$ cat src/rtl/loader_pkg.sv
// Shared types and frame constants for the program loader.
// The state enum is common to the loader top and any block that observes it.
package loader_pkg;

  typedef enum logic [2:0] {
    LD_IDLE,
    LD_LEN_LO,
    LD_LEN_HI,
    LD_LOAD,
    LD_CHECK,
    LD_DONE,
    LD_ERROR
  } ld_state_t;

  localparam int BYTE_WIDTH = 8;
  localparam int LEN_WIDTH  = 16;

  localparam logic [BYTE_WIDTH-1:0] SYNC_BYTE_DEFAULT = 8'hA5;

endpackage

$ cat src/rtl/loader_checksum.sv
// 8-bit wrapping payload accumulator.
// o_zero reports whether the candidate check byte on i_data brings the running sum to zero.
module loader_checksum
  import loader_pkg::*;
(
  input  logic                  clock,
  input  logic                  reset,
  input  logic                  i_clear,
  input  logic                  i_add_en,
  input  logic [BYTE_WIDTH-1:0] i_data,
  output logic                  o_zero
);

  logic [BYTE_WIDTH-1:0] r_sum;
  logic [BYTE_WIDTH-1:0] w_total;

  always_ff @(posedge clock) begin
    if (reset) begin
      r_sum <= '0;
    end else if (i_clear) begin
      r_sum <= '0;
    end else if (i_add_en) begin
      r_sum <= r_sum + i_data;
    end
  end

  assign w_total = r_sum + i_data;
  assign o_zero  = (w_total == '0);

endmodule

$ cat src/rtl/program_loader.sv
// Byte-stream program loader: parses SYNC/LEN/payload/CHK frames, writes payload to
// program memory and releases the CPU reset once the checksum passes.
module program_loader
  import loader_pkg::*;
#(
  parameter int                    ADDR_WIDTH = 8,
  parameter logic [BYTE_WIDTH-1:0] SYNC_BYTE  = SYNC_BYTE_DEFAULT
) (
  input  logic                  clock,
  input  logic                  reset,
  input  logic [BYTE_WIDTH-1:0] in_data,
  input  logic                  in_valid,
  output logic                  in_ready,
  output logic                  mem_we,
  output logic [ADDR_WIDTH-1:0] mem_addr,
  output logic [BYTE_WIDTH-1:0] mem_wdata,
  output logic                  cpu_reset_n,
  output logic                  load_done,
  output logic                  load_error
);

  localparam logic [LEN_WIDTH:0] MAX_LEN = (LEN_WIDTH + 1)'(2 ** ADDR_WIDTH);

  ld_state_t r_state;
  ld_state_t w_state_next;

  logic [BYTE_WIDTH-1:0] r_len_lo;
  logic [LEN_WIDTH-1:0]  r_remaining;
  logic [ADDR_WIDTH-1:0] r_addr;
  logic                  r_mem_we;
  logic [ADDR_WIDTH-1:0] r_mem_addr;
  logic [BYTE_WIDTH-1:0] r_mem_wdata;

  logic                 w_accept;
  logic [LEN_WIDTH-1:0] w_len;
  logic                 w_len_too_big;
  logic                 w_chk_ok;

  assign w_accept      = in_valid && in_ready;
  assign w_len         = {in_data, r_len_lo};
  assign w_len_too_big = ({1'b0, w_len} > MAX_LEN);

  loader_checksum u_checksum (
    .clock    (clock),
    .reset    (reset),
    .i_clear  (w_accept && (r_state == LD_LEN_HI)),
    .i_add_en (w_accept && (r_state == LD_LOAD)),
    .i_data   (in_data),
    .o_zero   (w_chk_ok)
  );

  always_ff @(posedge clock) begin
    if (reset) begin
      r_state <= LD_IDLE;
    end else begin
      r_state <= w_state_next;
    end
  end

  always_comb begin
    w_state_next = r_state;
    case (r_state)
      LD_IDLE:   if (w_accept && (in_data == SYNC_BYTE)) w_state_next = LD_LEN_LO;
      LD_LEN_LO: if (w_accept) w_state_next = LD_LEN_HI;
      LD_LEN_HI: begin
        if (w_accept) begin
          if (w_len_too_big)      w_state_next = LD_ERROR;
          else if (w_len == '0)   w_state_next = LD_CHECK;
          else                    w_state_next = LD_LOAD;
        end
      end
      LD_LOAD:   if (w_accept && (r_remaining == LEN_WIDTH'(1))) w_state_next = LD_CHECK;
      LD_CHECK:  if (w_accept) w_state_next = w_chk_ok ? LD_DONE : LD_ERROR;
      LD_DONE:   if (w_accept && (in_data == SYNC_BYTE)) w_state_next = LD_LEN_LO;
      LD_ERROR:  w_state_next = LD_ERROR;
      default:   w_state_next = LD_IDLE;
    endcase
  end

  always_comb begin
    in_ready    = !reset && (r_state != LD_ERROR);
    cpu_reset_n = (r_state == LD_DONE);
    load_done   = (r_state == LD_DONE);
    load_error  = (r_state == LD_ERROR);
    mem_we      = r_mem_we;
    mem_addr    = r_mem_addr;
    mem_wdata   = r_mem_wdata;
  end

  // Write strobe is registered: each accepted payload byte yields exactly one pulse next cycle.
  always_ff @(posedge clock) begin
    if (reset) begin
      r_len_lo    <= '0;
      r_remaining <= '0;
      r_addr      <= '0;
      r_mem_we    <= 1'b0;
      r_mem_addr  <= '0;
      r_mem_wdata <= '0;
    end else begin
      r_mem_we <= 1'b0;
      if (w_accept) begin
        case (r_state)
          LD_LEN_LO: r_len_lo <= in_data;
          LD_LEN_HI: begin
            r_remaining <= w_len;
            r_addr      <= '0;
          end
          LD_LOAD: begin
            r_mem_we    <= 1'b1;
            r_mem_addr  <= r_addr;
            r_mem_wdata <= in_data;
            r_addr      <= r_addr + ADDR_WIDTH'(1);
            r_remaining <= r_remaining - LEN_WIDTH'(1);
          end
          default: ;
        endcase
      end
    end
  end

endmodule

$ cat config.mk
export PLATFORM = sky130hd
export DESIGN_NAME = program_loader
export DESIGN_NICKNAME = d
export VERILOG_FILES = /design/src/rtl/loader_pkg.sv /design/src/rtl/loader_checksum.sv /design/src/rtl/program_loader.sv
export SDC_FILE = /design/constraint.sdc
export NUM_CORES = 1
export LEC_CHECK = 0
export ABC_AREA = 0
export CAP_MARGIN = 25
export CORE_ASPECT_RATIO = 0.75
export CORE_UTILIZATION = 30
export DETAILED_ROUTE_END_ITERATION = 7
export PLACE_DENSITY = 0.52
export REMOVE_ABC_BUFFERS = 1
export SYNTH_ARGS = -nofsm -noshare
export SYNTH_HDL_FRONTEND = slang
export SYNTH_SLANG_ARGS = --single-unit
$ cat constraint.sdc
create_clock -name clock -period 3.1 [get_ports clock]
set_input_delay 0.62 -clock clock [delete_from_list [all_inputs] [get_ports clock]]
set_output_delay 0.62 -clock clock [all_outputs]
set_load 0.01 [all_outputs]
==> flow_metrics.env <==
export IMPL_run_status="completed"
export IMPL_clock_sinks=60
export IMPL_die_h_um=90.8
export IMPL_ys_ff_latch=60
export IMPL_critical_path_max_fanout=3
export IMPL_critical_path_endpoint="r_state[1]"
export IMPL_internal_power_mw=1.45
export IMPL_slew_violations=0
export IMPL_critical_path_arrival_ns=3.11
export IMPL_synthFlopType="dfxtp_1"
export IMPL_yosysTopAreaCell="dfxtp_1"
export IMPL_worstPathCellList="clkdlybuf4s50_1 > ha_1 > fa_1 > a211oi_1 > or4b_1 > o311ai_1 > nor4b_1 > o211ai_1"
export IMPL_port_buffers=31
export IMPL_floorplan_die_width_um=120
export IMPL_power_static_leakage_nw=1.39
export IMPL_firstDrtPassIters=5
export IMPL_worst_setup_path_end_kind="flop"
export IMPL_worstHoldPathType="flop to flop"
export IMPL_combinational_share_of_power=0.047
export IMPL_insertion_delay_ns=0.33
export IMPL_layout_cells_sized_above_1=0.0995
export IMPL_power_switching_fraction=0.221
export IMPL_via_per_inst=5.16
export IMPL_grt_pass1_wl_mm=14.5
export IMPL_cp_slowest_cell="nor4b_1"
export IMPL_power_share_sequential=0.415
export IMPL_cts_post_setup_buffers_inserted=0
export IMPL_reg2reg_slack_ns=0.66
export IMPL_drt_wl_total_mm=8.82
export IMPL_setup_viol=0
export IMPL_crit_reg2reg_launch="u_checksum.r_sum[0]"
export IMPL_timing_critical_path_from="in_data[0]"
export IMPL_synthesis_area_per_instance_sq_um=7.90
export IMPL_area_delta_synth_final_pct=27.1
export IMPL_timing_reg2reg_worst_path_depth=7
export IMPL_post_place_ws_ns=-0.171
export IMPL_layout_min_cycle_time_ns=2.92
export IMPL_tritoncts_num_buffers=9
export IMPL_skew_ns=0.00748
export IMPL_grt_start_max_net_pins=37
export IMPL_dr_first_iter_drc_count=287
export IMPL_irDropWorstVdd_mv=0.260
export IMPL_cells_after_synth=399
export IMPL_tritoncts_clock_tree="yes"
export IMPL_postLayoutCoreUtil=0.391
export IMPL_finalNetCount=459
export IMPL_power_net_switching_uw=410
export IMPL_routed_via_count=2990
export IMPL_core_sq_um=10200
export IMPL_timing_critical_path_max_delay_family="simple AND/OR/NAND/NOR gates"
export IMPL_detail_route_wl_per_cell_um=15.2
export IMPL_critical_path_required_ns=3.29
export IMPL_core_rowCount=32
export IMPL_floorplan_initialDensity=0.308
export IMPL_clock_power_share=0.538
export IMPL_maxSlewHeadroom=0.468
export IMPL_num_fill_cells=1074
export IMPL_ys_seq_area_frac=0.381
export IMPL_hpwl_mm=6.12
export IMPL_grt_antenna_before_repair=1
export IMPL_hold_violations=0
export IMPL_yosysUniqueCellTypes=54
export IMPL_critical_path_n_buffers_inverters=1
export IMPL_yosys_top_cells_count="nand2_1 (63), dfxtp_1 (60), a21oi_1 (46), nor2_1 (40)"
export IMPL_rsz_0062_raised_after_global_routing="false"
export IMPL_timing_setup_critical_path_class="input port to flop"
export IMPL_max_cap_viol=0
export IMPL_stdcell_area_sq_um=4010
export IMPL_number_of_buffers_between_clock_root_and_the_deepest_sink=2
export IMPL_rr_endpoint="r_state[1]"
export IMPL_cts_root_buffer="clkbuf_16"
export IMPL_cp_num_cells=8
export IMPL_critical_path_max_stage_delay_ns=0.51
export IMPL_fmax_ghz=0.343
export IMPL_grt_util_all_layers=0.173
export IMPL_timing_worst_slew_pin_value_ns=0.796
export IMPL_htree_num_levels=3
export IMPL_ant_nets=0
export IMPL_detailed_place_area_sq_um=3700
export IMPL_grt_ovfl_total=0
export IMPL_boundaryPins=32
export IMPL_ys_warn_count=0
export IMPL_yosysMostFrequentCell="nand2_1"
export IMPL_grt_pass1_vias=2843
export IMPL_synth_largest_type_area_fraction=0.381
export IMPL_remaining_drc_errors=0
export IMPL_die_area_sq_um=10900
export IMPL_routabilityCongestion=0.855
export IMPL_crit_start_category="input port"
export IMPL_final_min_period_over_clock_period=0.941
export IMPL_synth_top_cells_by_area="dfxtp_1 (38%), nand2_1 (7.5%), a21oi_1 (7.3%), nor2_1 (4.8%), ha_1 (4.0%)"
export IMPL_asyncSetResetFlopFracSynth=0
export IMPL_synth_edf_count=0
export IMPL_clk_transition_reported_paths_ns=0.05
export IMPL_power_density_nw_per_um2=464
export IMPL_syn_cell_area_sq_um=3150
export IMPL_layout_setup_ws_ns=0.183
registers in the layout, summed over array words and instances (netlist names):
| name | flops |
|---|---|
| mem_wdata | 8 |
| r_len_lo | 8 |
| r_state | 3 |
| mem_we | 1 |
| u_checksum.r_sum | 8 |
| r_remaining | 16 |
| r_addr | 8 |
| mem_addr | 8 |
layout make-up:
| class | instances | area, sq um | area share |
|---|---|---|---|
| inverter | 8 | 30.0 | 0.00749 |
| tap | 136 | 170 | 0.0424 |
| sequential | 60 | 1200 | 0.300 |
| clock buffer | 10 | 239 | 0.0596 |
| multi-input combinational | 306 | 1830 | 0.456 |
| antenna | 1 | 2.50 | 0.000624 |
| clock inverter | 6 | 63.8 | 0.0159 |
| timing repair buffer | 52 | 475 | 0.119 |
layer usage:
layer	global-route usage	vias up	wire length, um
met1	0.238	1402	4590
met3	0.0650	2	480
met5	0	-	0
met2	0.253	70	3720
li1	-	1516	-
met4	0.0401	0	21
per-stage QoR:
| step | instances | TNS, ns | hold WS [ns] | power, mW |
|---|---|---|---|---|
| 3_3_place_gp | 562 | -0.194 | 0.444 | 0.874 |
| 2_1_floorplan | 374 | 0 | 0.438 | 0.817 |
| 3_5_place_dp | 562 | -0.330 | 0.446 | 0.875 |
| 5_1_grt | 578 | 0 | 0.487 | 1.93 |
| 6_report | 579 | 0 | 0.453 | 1.86 |
| 4_1_cts | 578 | 0 | 0.453 | 1.89 |
power groups by stage:
stage               clock network [mW]  registers, mW  logic, mW
finish                            1.00          0.772     0.0875
global route                      1.06          0.771     0.0941
CTS                               1.03          0.771     0.0875
detailed placement                   0          0.788     0.0866
global placement                     0          0.788     0.0859
floorplan                            0          0.788     0.0290
tightest hold or removal path, cell delays in order, from the launching register on:
cell and delay (ns):
dfxtp_1 0.30, nand2_1 0.05, a21oi_1 0.05
what timing repair did:
item                                    CTS  global route
hold buffers                              0             0
endpoints found under the setup margin    0             2
resized for setup                         0             1
cell families (layout without fill, tap and decap cells):
kind of cell / after synthesis / after routing / synth area share
simple gates: 165 / 165 / 0.253
fa+ha+maj: 11 / 11 / 0.0460
mux: 10 / 10 / 0.0317
flops: 60 / 60 / 0.381
other cells: 0 / 1 / 0
buf+inv: 33 / 76 / 0.0417
xor+xnor: 10 / 10 / 0.0278
compound gates: 110 / 110 / 0.219
layout by cell type (no fill, tap or decap), drive strengths merged, types with 7 or more instances in the layout:
master         instances
nand2                 63
dfxtp                 60
a21oi                 46
nor2                  40
clkdlybuf4s50         30
buf                   22
o21ai                 19
mux2i                 10
nand4                 10
ha                    10
clkbuf                10
a211oi                 9
inv                    8
nor3                   8
xor2                   7
nor4                   7
worst min path at each step:
| stage | slack [ns] | startpoint | end | cells after the start |
|---|---|---|---|---|
| floorplan | 0.44 | r_addr[7] | mem_addr[7] | 2 |
| global placement | 0.44 | mem_wdata[6] | mem_wdata[6] | 2 |
| detailed placement | 0.45 | mem_wdata[6] | mem_wdata[6] | 2 |
| CTS | 0.45 | mem_wdata[6] | mem_wdata[6] | 2 |
| global route | 0.49 | u_checksum.r_sum[5] | u_checksum.r_sum[5] | 2 |
| finish | 0.45 | mem_wdata[6] | mem_wdata[6] | 2 |
(Power assumes the default switching activity.)
